[src/rtl/dtls_rx_pkg.sv]
// Shared types for the DTLS receive arbiter: header field widths, record header payload, FSM encoding.
package dtls_rx_pkg;

  localparam logic [7:0]  DTLS_TYPE_APP_DATA = 8'd23;

  localparam int unsigned TYPE_W  = 8;
  localparam int unsigned EPOCH_W = 16;
  localparam int unsigned SEQ_W   = 48;
  localparam int unsigned LEN_W   = 16;

  typedef enum logic [1:0] {
    ST_IDLE    = 2'd0,
    ST_HDR     = 2'd1,
    ST_PAYLOAD = 2'd2,
    ST_DROP    = 2'd3
  } arb_state_t;

  typedef struct packed {
    logic [TYPE_W-1:0]  rec_type;
    logic [EPOCH_W-1:0] epoch;
    logic [SEQ_W-1:0]   seqnum;
    logic [LEN_W-1:0]   length;
  } dtls_hdr_t;

endpackage

[src/rtl/dtls_rx_arb_64_rr_grant_sel.sv]
// Combinational rotating-priority select: first requester after last_grant, wrapping modulo PORTS.
module rr_grant_sel #(
  parameter int unsigned PORTS = 2,
  parameter int unsigned PW    = (PORTS > 1) ? $clog2(PORTS) : 1
) (
  input  logic [PORTS-1:0] req,
  input  logic [PW-1:0]    last_grant,
  output logic [PW-1:0]    grant,
  output logic             grant_valid
);

  int unsigned idx;
  logic [PW-1:0] idx_w;

  always_comb begin
    grant       = '0;
    grant_valid = 1'b0;
    idx         = 0;
    idx_w       = '0;
    for (int unsigned i = 1; i <= PORTS; i++) begin
      // last_grant is always below PORTS, so a single subtraction wraps correctly
      idx = 32'(last_grant) + i;
      if (idx >= PORTS) idx = idx - PORTS;
      idx_w = PW'(idx);
      if (!grant_valid && req[idx_w]) begin
        grant       = idx_w;
        grant_valid = 1'b1;
      end
    end
  end

endmodule

[src/rtl/dtls_rx_arb_64.sv]
// Record-granular round-robin merge of PORTS DTLS rx header+payload streams onto one output.
// Optional feature: DTLS_RX_ARB_TYPE_FILTER_EN drops non-application_data records upstream.
module dtls_rx_arb_64
  import dtls_rx_pkg::*;
#(
  parameter int unsigned PORTS      = 2,
  parameter int unsigned DATA_WIDTH = 64,
  parameter int unsigned KEEP_WIDTH = DATA_WIDTH / 8,
  localparam int unsigned PW        = (PORTS > 1) ? $clog2(PORTS) : 1
) (
  input  logic                          clk,
  input  logic                          rst,

  input  logic [PORTS-1:0]              s_dtls_hdr_valid,
  output logic [PORTS-1:0]              s_dtls_hdr_ready,
  input  logic [PORTS*TYPE_W-1:0]       s_dtls_type,
  input  logic [PORTS*EPOCH_W-1:0]      s_dtls_epoch,
  input  logic [PORTS*SEQ_W-1:0]        s_dtls_seqnum,
  input  logic [PORTS*LEN_W-1:0]        s_dtls_length,
  input  logic [PORTS*DATA_WIDTH-1:0]   s_dtls_payload_axis_tdata,
  input  logic [PORTS*KEEP_WIDTH-1:0]   s_dtls_payload_axis_tkeep,
  input  logic [PORTS-1:0]              s_dtls_payload_axis_tvalid,
  output logic [PORTS-1:0]              s_dtls_payload_axis_tready,
  input  logic [PORTS-1:0]              s_dtls_payload_axis_tlast,
  input  logic [PORTS-1:0]              s_dtls_payload_axis_tuser,

  output logic                          m_dtls_hdr_valid,
  input  logic                          m_dtls_hdr_ready,
  output logic [TYPE_W-1:0]             m_dtls_type,
  output logic [EPOCH_W-1:0]            m_dtls_epoch,
  output logic [SEQ_W-1:0]              m_dtls_seqnum,
  output logic [LEN_W-1:0]              m_dtls_length,
  output logic [PW-1:0]                 m_dtls_port,
  output logic [DATA_WIDTH-1:0]         m_dtls_payload_axis_tdata,
  output logic [KEEP_WIDTH-1:0]         m_dtls_payload_axis_tkeep,
  output logic                          m_dtls_payload_axis_tvalid,
  input  logic                          m_dtls_payload_axis_tready,
  output logic                          m_dtls_payload_axis_tlast,
  output logic                          m_dtls_payload_axis_tuser,

  output logic                          busy
);

  arb_state_t state, state_n;
  dtls_hdr_t  hdr_q;
  logic [PW-1:0] cur_port, last_grant, gnt_idx;
  logic gnt_valid, hdr_load, rec_done;

  dtls_hdr_t             hdr_a  [PORTS];
  logic [DATA_WIDTH-1:0] data_a [PORTS];
  logic [KEEP_WIDTH-1:0] keep_a [PORTS];

  // Unpack the flat per-port buses into indexable arrays
  for (genvar i = 0; i < PORTS; i++) begin : g_unpack
    assign hdr_a[i].rec_type = s_dtls_type[i*TYPE_W +: TYPE_W];
    assign hdr_a[i].epoch    = s_dtls_epoch[i*EPOCH_W +: EPOCH_W];
    assign hdr_a[i].seqnum   = s_dtls_seqnum[i*SEQ_W +: SEQ_W];
    assign hdr_a[i].length   = s_dtls_length[i*LEN_W +: LEN_W];
    assign data_a[i]         = s_dtls_payload_axis_tdata[i*DATA_WIDTH +: DATA_WIDTH];
    assign keep_a[i]         = s_dtls_payload_axis_tkeep[i*KEEP_WIDTH +: KEEP_WIDTH];
  end

  rr_grant_sel #(.PORTS(PORTS), .PW(PW)) u_sel (
    .req         (s_dtls_hdr_valid),
    .last_grant  (last_grant),
    .grant       (gnt_idx),
    .grant_valid (gnt_valid)
  );

  assign m_dtls_type   = hdr_q.rec_type;
  assign m_dtls_epoch  = hdr_q.epoch;
  assign m_dtls_seqnum = hdr_q.seqnum;
  assign m_dtls_length = hdr_q.length;
  assign m_dtls_port   = cur_port;

  always_ff @(posedge clk) begin
    if (rst) state <= ST_IDLE;
    else     state <= state_n;
  end

  // Next state plus the zero-latency handshake/payload mux; held quiet during reset
  always_comb begin
    state_n                    = state;
    hdr_load                   = 1'b0;
    rec_done                   = 1'b0;
    s_dtls_hdr_ready           = '0;
    s_dtls_payload_axis_tready = '0;
    m_dtls_payload_axis_tdata  = '0;
    m_dtls_payload_axis_tkeep  = '0;
    m_dtls_payload_axis_tvalid = 1'b0;
    m_dtls_payload_axis_tlast  = 1'b0;
    m_dtls_payload_axis_tuser  = 1'b0;
    if (!rst) begin
      case (state)
        ST_IDLE: begin
          if (gnt_valid) begin
            s_dtls_hdr_ready[gnt_idx] = 1'b1;
            hdr_load                  = 1'b1;
`ifdef DTLS_RX_ARB_TYPE_FILTER_EN
            state_n = (hdr_a[gnt_idx].rec_type == DTLS_TYPE_APP_DATA) ? ST_HDR : ST_DROP;
`else
            state_n = ST_HDR;
`endif
          end
        end
        ST_HDR: begin
          if (m_dtls_hdr_ready) state_n = ST_PAYLOAD;
        end
        ST_PAYLOAD: begin
          s_dtls_payload_axis_tready[cur_port] = m_dtls_payload_axis_tready;
          m_dtls_payload_axis_tvalid = s_dtls_payload_axis_tvalid[cur_port];
          m_dtls_payload_axis_tdata  = data_a[cur_port];
          m_dtls_payload_axis_tkeep  = keep_a[cur_port];
          m_dtls_payload_axis_tlast  = s_dtls_payload_axis_tlast[cur_port];
          m_dtls_payload_axis_tuser  = s_dtls_payload_axis_tuser[cur_port];
          if (s_dtls_payload_axis_tvalid[cur_port] && m_dtls_payload_axis_tready &&
              s_dtls_payload_axis_tlast[cur_port]) begin
            rec_done = 1'b1;
            state_n  = ST_IDLE;
          end
        end
        ST_DROP: begin
`ifdef DTLS_RX_ARB_TYPE_FILTER_EN
          s_dtls_payload_axis_tready[cur_port] = 1'b1;
          if (s_dtls_payload_axis_tvalid[cur_port] && s_dtls_payload_axis_tlast[cur_port]) begin
            rec_done = 1'b1;
            state_n  = ST_IDLE;
          end
`else
          state_n = ST_IDLE;
`endif
        end
        default: state_n = ST_IDLE;
      endcase
    end
  end

  // Header capture, grant bookkeeping and status flags
  always_ff @(posedge clk) begin
    if (rst) begin
      busy             <= 1'b0;
      cur_port         <= '0;
      last_grant       <= PW'(PORTS - 1);
      hdr_q            <= '0;
      m_dtls_hdr_valid <= 1'b0;
    end else begin
      busy <= (state_n != ST_IDLE);
      if (hdr_load) begin
        cur_port         <= gnt_idx;
        hdr_q            <= hdr_a[gnt_idx];
        m_dtls_hdr_valid <= (state_n == ST_HDR);
      end else if (state == ST_HDR && m_dtls_hdr_ready) begin
        m_dtls_hdr_valid <= 1'b0;
      end
      if (rec_done) last_grant <= cur_port;
    end
  end

endmodule

[config.mk]
export PLATFORM = sky130hd
export DESIGN_NAME = dtls_rx_arb_64
export DESIGN_NICKNAME = d
export VERILOG_FILES = /design/src/rtl/dtls_rx_pkg.sv /design/src/rtl/dtls_rx_arb_64_rr_grant_sel.sv /design/src/rtl/dtls_rx_arb_64.sv
export SDC_FILE = /design/constraint.sdc
export NUM_CORES = 1
export LEC_CHECK = 0
export BUFFER_PORTS_ARGS = -buffer_cell sky130_fd_sc_hd__clkbuf_2
export CORE_AREA = 2 2 194 196
export CTS_CLUSTER_SIZE = 24
export DETAILED_ROUTE_END_ITERATION = 12
export DIE_AREA = 0 0 196 198
export GPL_ROUTABILITY_DRIVEN = 0
export SLEW_MARGIN = 20
export SYNTH_ARGS = -nofsm -noshare
export SYNTH_HDL_FRONTEND = slang
export SYNTH_HIERARCHICAL = 1
export SYNTH_SLANG_ARGS = --single-unit
[constraint.sdc]
create_clock -name clk -period 4.6 [get_ports clk]
set_input_delay 0.92 -clock clk [delete_from_list [all_inputs] [get_ports clk]]
set_output_delay 0.92 -clock clk [all_outputs]
set_load 0.02 [all_outputs]
==> summary.md <==
| Metric | Value |
|---|---|
| Die area | about 39,000 sq um |
| Area taken by multi-input logic gates | 3100 sq um |
| Post-CTS setup buffer count | 0 |
| Post-Syn Instances | 596 |
| CTS tree | done |
| Rows | 71 |
| Mapped Area | 5290 sq um |
| GR Overflow Total | 0 |
| H-tree Lvls | 3 |
| Max cap viols | 0 |
| Adder-Cell Fraction of Synth Area | 0% |
| Syn_area_per_cell | around 8.9 sq um |
| Share of cells above drive strength 1 | 49.6% |
| Cts hold-fix bufs | 0 |
| Max Root-Sink Buffers | 2 |
| Endpoints failing setup | 0 |
| Die W | 196 microns |
| FFs w/ async S/R, synth | 0% |
| Worst IR drop on VDD | 0.155 mV |
| FILL cells | 4,116 |
| Initial antenna violation count | 4 |
| Seq cells post-synth | 94 |
| Mux contribution to synthesized area | 31.2% |
| Post-synth EDFFs | 0 |
| Die Y-Extent | around 200 microns |
| Setup Crit Path Kind | input pin to output port |
| Via count | 6,040 |
| XOR/XNOR Fraction of Synth Area | 0% |
| Crit Path Max Fanout | approximately 80 |
| Crit. End Element | output port |
| Core region area | between 30,000 and 40,000 sq um |
| Area Growth Syn to Fin | 59.9% |
| Wire length of the first global-routing pass | 31.0 mm |
| Starting Density | 14.3% |
| Synth Net Count | 928 |
| Root Buffer | clkbuf_16 |
| Fmax | 297 MHz |
| Post-DRT Antenna Nets | 0 |
| Dpl cells | ~1.5k |
| Synth Area in Compound Gates | 13.5% |
| Critical path launch point type | input pin |
| Hold WC Path Type | flop to flop |
| Max-slew violation count | 0 |
| Status | complete, no violations |
| Final worst path period need | between 3000 and 4000 ps |
| Vias in the first global route | 5,493 |
| Sum of negative setup slack | 0 ps |
| Skew-Pair Late Insertion Delay | 360 ps |
| Worst-margin pin slew | between 900 and 1000 ps |
| Post-route cell area | 8460 sq um |
| CTS Sinks | 94 |
| Worst Path Arrival | 2450 ps |
| DRT iter0 DRCs | 154 |
| Top FF cell, synth | dfxtp_1 |
| Main combinational cell family by area after synthesis | multiplexers |
| Clock skew | about 19 ps |
| Worst slew margin | 36.5% |
| Synth area leader | dfxtp_1 |
| TritonCTS Buffers | 9 |
| Simple-gate share of the synthesized area | 13.6% |
| Final period utilization | approximately 73% |
| Clock transition at the registers of the reported paths | 60 ps |
| Top post-synthesis cells by area | dfxtp_1 (36%), mux2i_1 (31%), a211oi_1 (13%), nor2_1 (12%), buf_2 (2.7%) |
| Final WL | around 22 mm |
| Post-route insts no fill | 1,539 |
| DP HPWL | approximately 18 mm |
| WL/cell | 14.0 microns |
| Final Net Count | approximately 1.4k |
| Leakage | 4.08 nW |
| Post_cts resized | 0 |
| Power Density | 289 nW/um^2 |
| Routed vias/inst | 3.92 |
| I/O Buffers | 501 |
| Top-area cell type share of the netlist area | a little over a third |
| Syn. warnings | 6 |
| Gr usage total | about a tenth |
| Sequential share of the synthesized area | 35.6% |
| Placement Cell Area | 8180 sq um |
| Initial DRT Pass Iterations | 4 |
| I/O Pins | 502 |
| WP data required | 3680 ps |
| Drc violations | 0 |
| Sequential cell area | 1890 sq um |
| Hold Violations, Final | 0 |
| Unique cell type count in the Yosys netlist | 24 |
| Top cells by count, synth | mux2i_1 (165), nor2_1 (165), dfxtp_1 (94) |
| Largest net degree at the start of global routing | 107 |
| RSZ-0062 raised after global routing | no |
[cell families (layout without fill, tap and decap cells)]
logic type	after synthesis	count (layout)
buf+inv	62	528
compound gates	97	97
flops	94	94
mux	165	165
simple gates	178	178
other cells	0	3
[worst max-delay path, cell delays in order]
cell,delay [ps]
buf_4,130
or3b_2,450
buf_4,360
nor3_1,310
clkbuf_2,220
[where the power goes]
| part | switching (W) | internal (W) |
|---|---|---|
| registers | 0.0000658 | 0.000913 |
| clock network | 0.000322 | 0.000379 |
| logic | 0.000442 | 0.000324 |
| total | 0.000830 | 0.00162 |
[final cells by class]
class                   instances  area share (%)
flip-flops and latches         94            22.3
multi-input cells             440            36.6
well taps                     474            7.01
inverters                       3           0.133
diodes                          3          0.0887
clock inverters                 4           0.266
repair buffers                509            30.7
clock buffers                  12            2.91
[layer usage]
| metal | wire length (microns) | vias up | global-route usage (%) |
|---|---|---|---|
| met1 | 9230 | 2720 | 13.0 |
| met2 | 10200 | 251 | 17.3 |
| met3 | 1780 | 17 | 3.68 |
| met4 | 259 | 2 | 2.95 |
| li1 | - | 3050 | - |
| met5 | 13 | - | 0 |
[registers in the layout (all words and copies together) (netlist names)]
name,cells
last_grant,1
m_dtls_epoch,16
m_dtls_hdr_valid,1
m_dtls_length,16
busy,1
state,2
m_dtls_port,1
m_dtls_seqnum,48
m_dtls_type,8
[through the flow]
| stage | utilization [%] | power, W | setup slack, ps | hold WS (ps) |
|---|---|---|---|---|
| floorplan | - | 0.00145 | 1530 | 481 |
| global placement | 22.1 | 0.00176 | 1330 | 485 |
| finish | 22.9 | 0.00245 | 1230 | 496 |
| CTS | 22.9 | 0.00250 | 1250 | 498 |
| detailed placement | 22.1 | 0.00178 | 1260 | 490 |
| global route | 22.9 | 0.00260 | 1190 | 517 |
[path summary, 6_finish.rpt]
check	startpoint	to	slack [ps]	cells after the start
worst max register to register	state[1]	last_grant	2600	4
worst min-delay path	m_dtls_length[6]	m_dtls_length[6]	500	2
worst min register to register	m_dtls_length[6]	m_dtls_length[6]	500	2
worst max-delay path	rst	s_dtls_payload_axis_tready[0]	1230	5
[placed cells by master, fill, tap and decap left out]
| cell type | count |
|---|---|
| clkinvlp_4 | 1 |
| or2_1 | 1 |
| mux2i_1 | 165 |
| buf_4 | 7 |
| nand4b_1 | 2 |
| nor2_1 | 165 |
| nor3_1 | 3 |
| clkbuf_16 | 9 |
| nor3b_4 | 1 |
| a211oi_1 | 89 |
| a21oi_1 | 4 |
| nor3b_1 | 1 |
| diode_2 | 3 |
| clkbuf_1 | 2 |
| clkinv_2 | 3 |
| inv_1 | 3 |
| dfxtp_1 | 93 |
| o21ai_0 | 1 |
| nand3b_1 | 1 |
| or3b_2 | 1 |
| clkbuf_2 | 500 |
| dfxtp_4 | 1 |
| nand4_1 | 1 |
| clkbuf_8 | 1 |
| a21boi_4 | 1 |
| buf_12 | 2 |
| nand2b_1 | 1 |
| nor2b_1 | 1 |
| o21bai_1 | 2 |
Power figures use the tool's default switching activity.
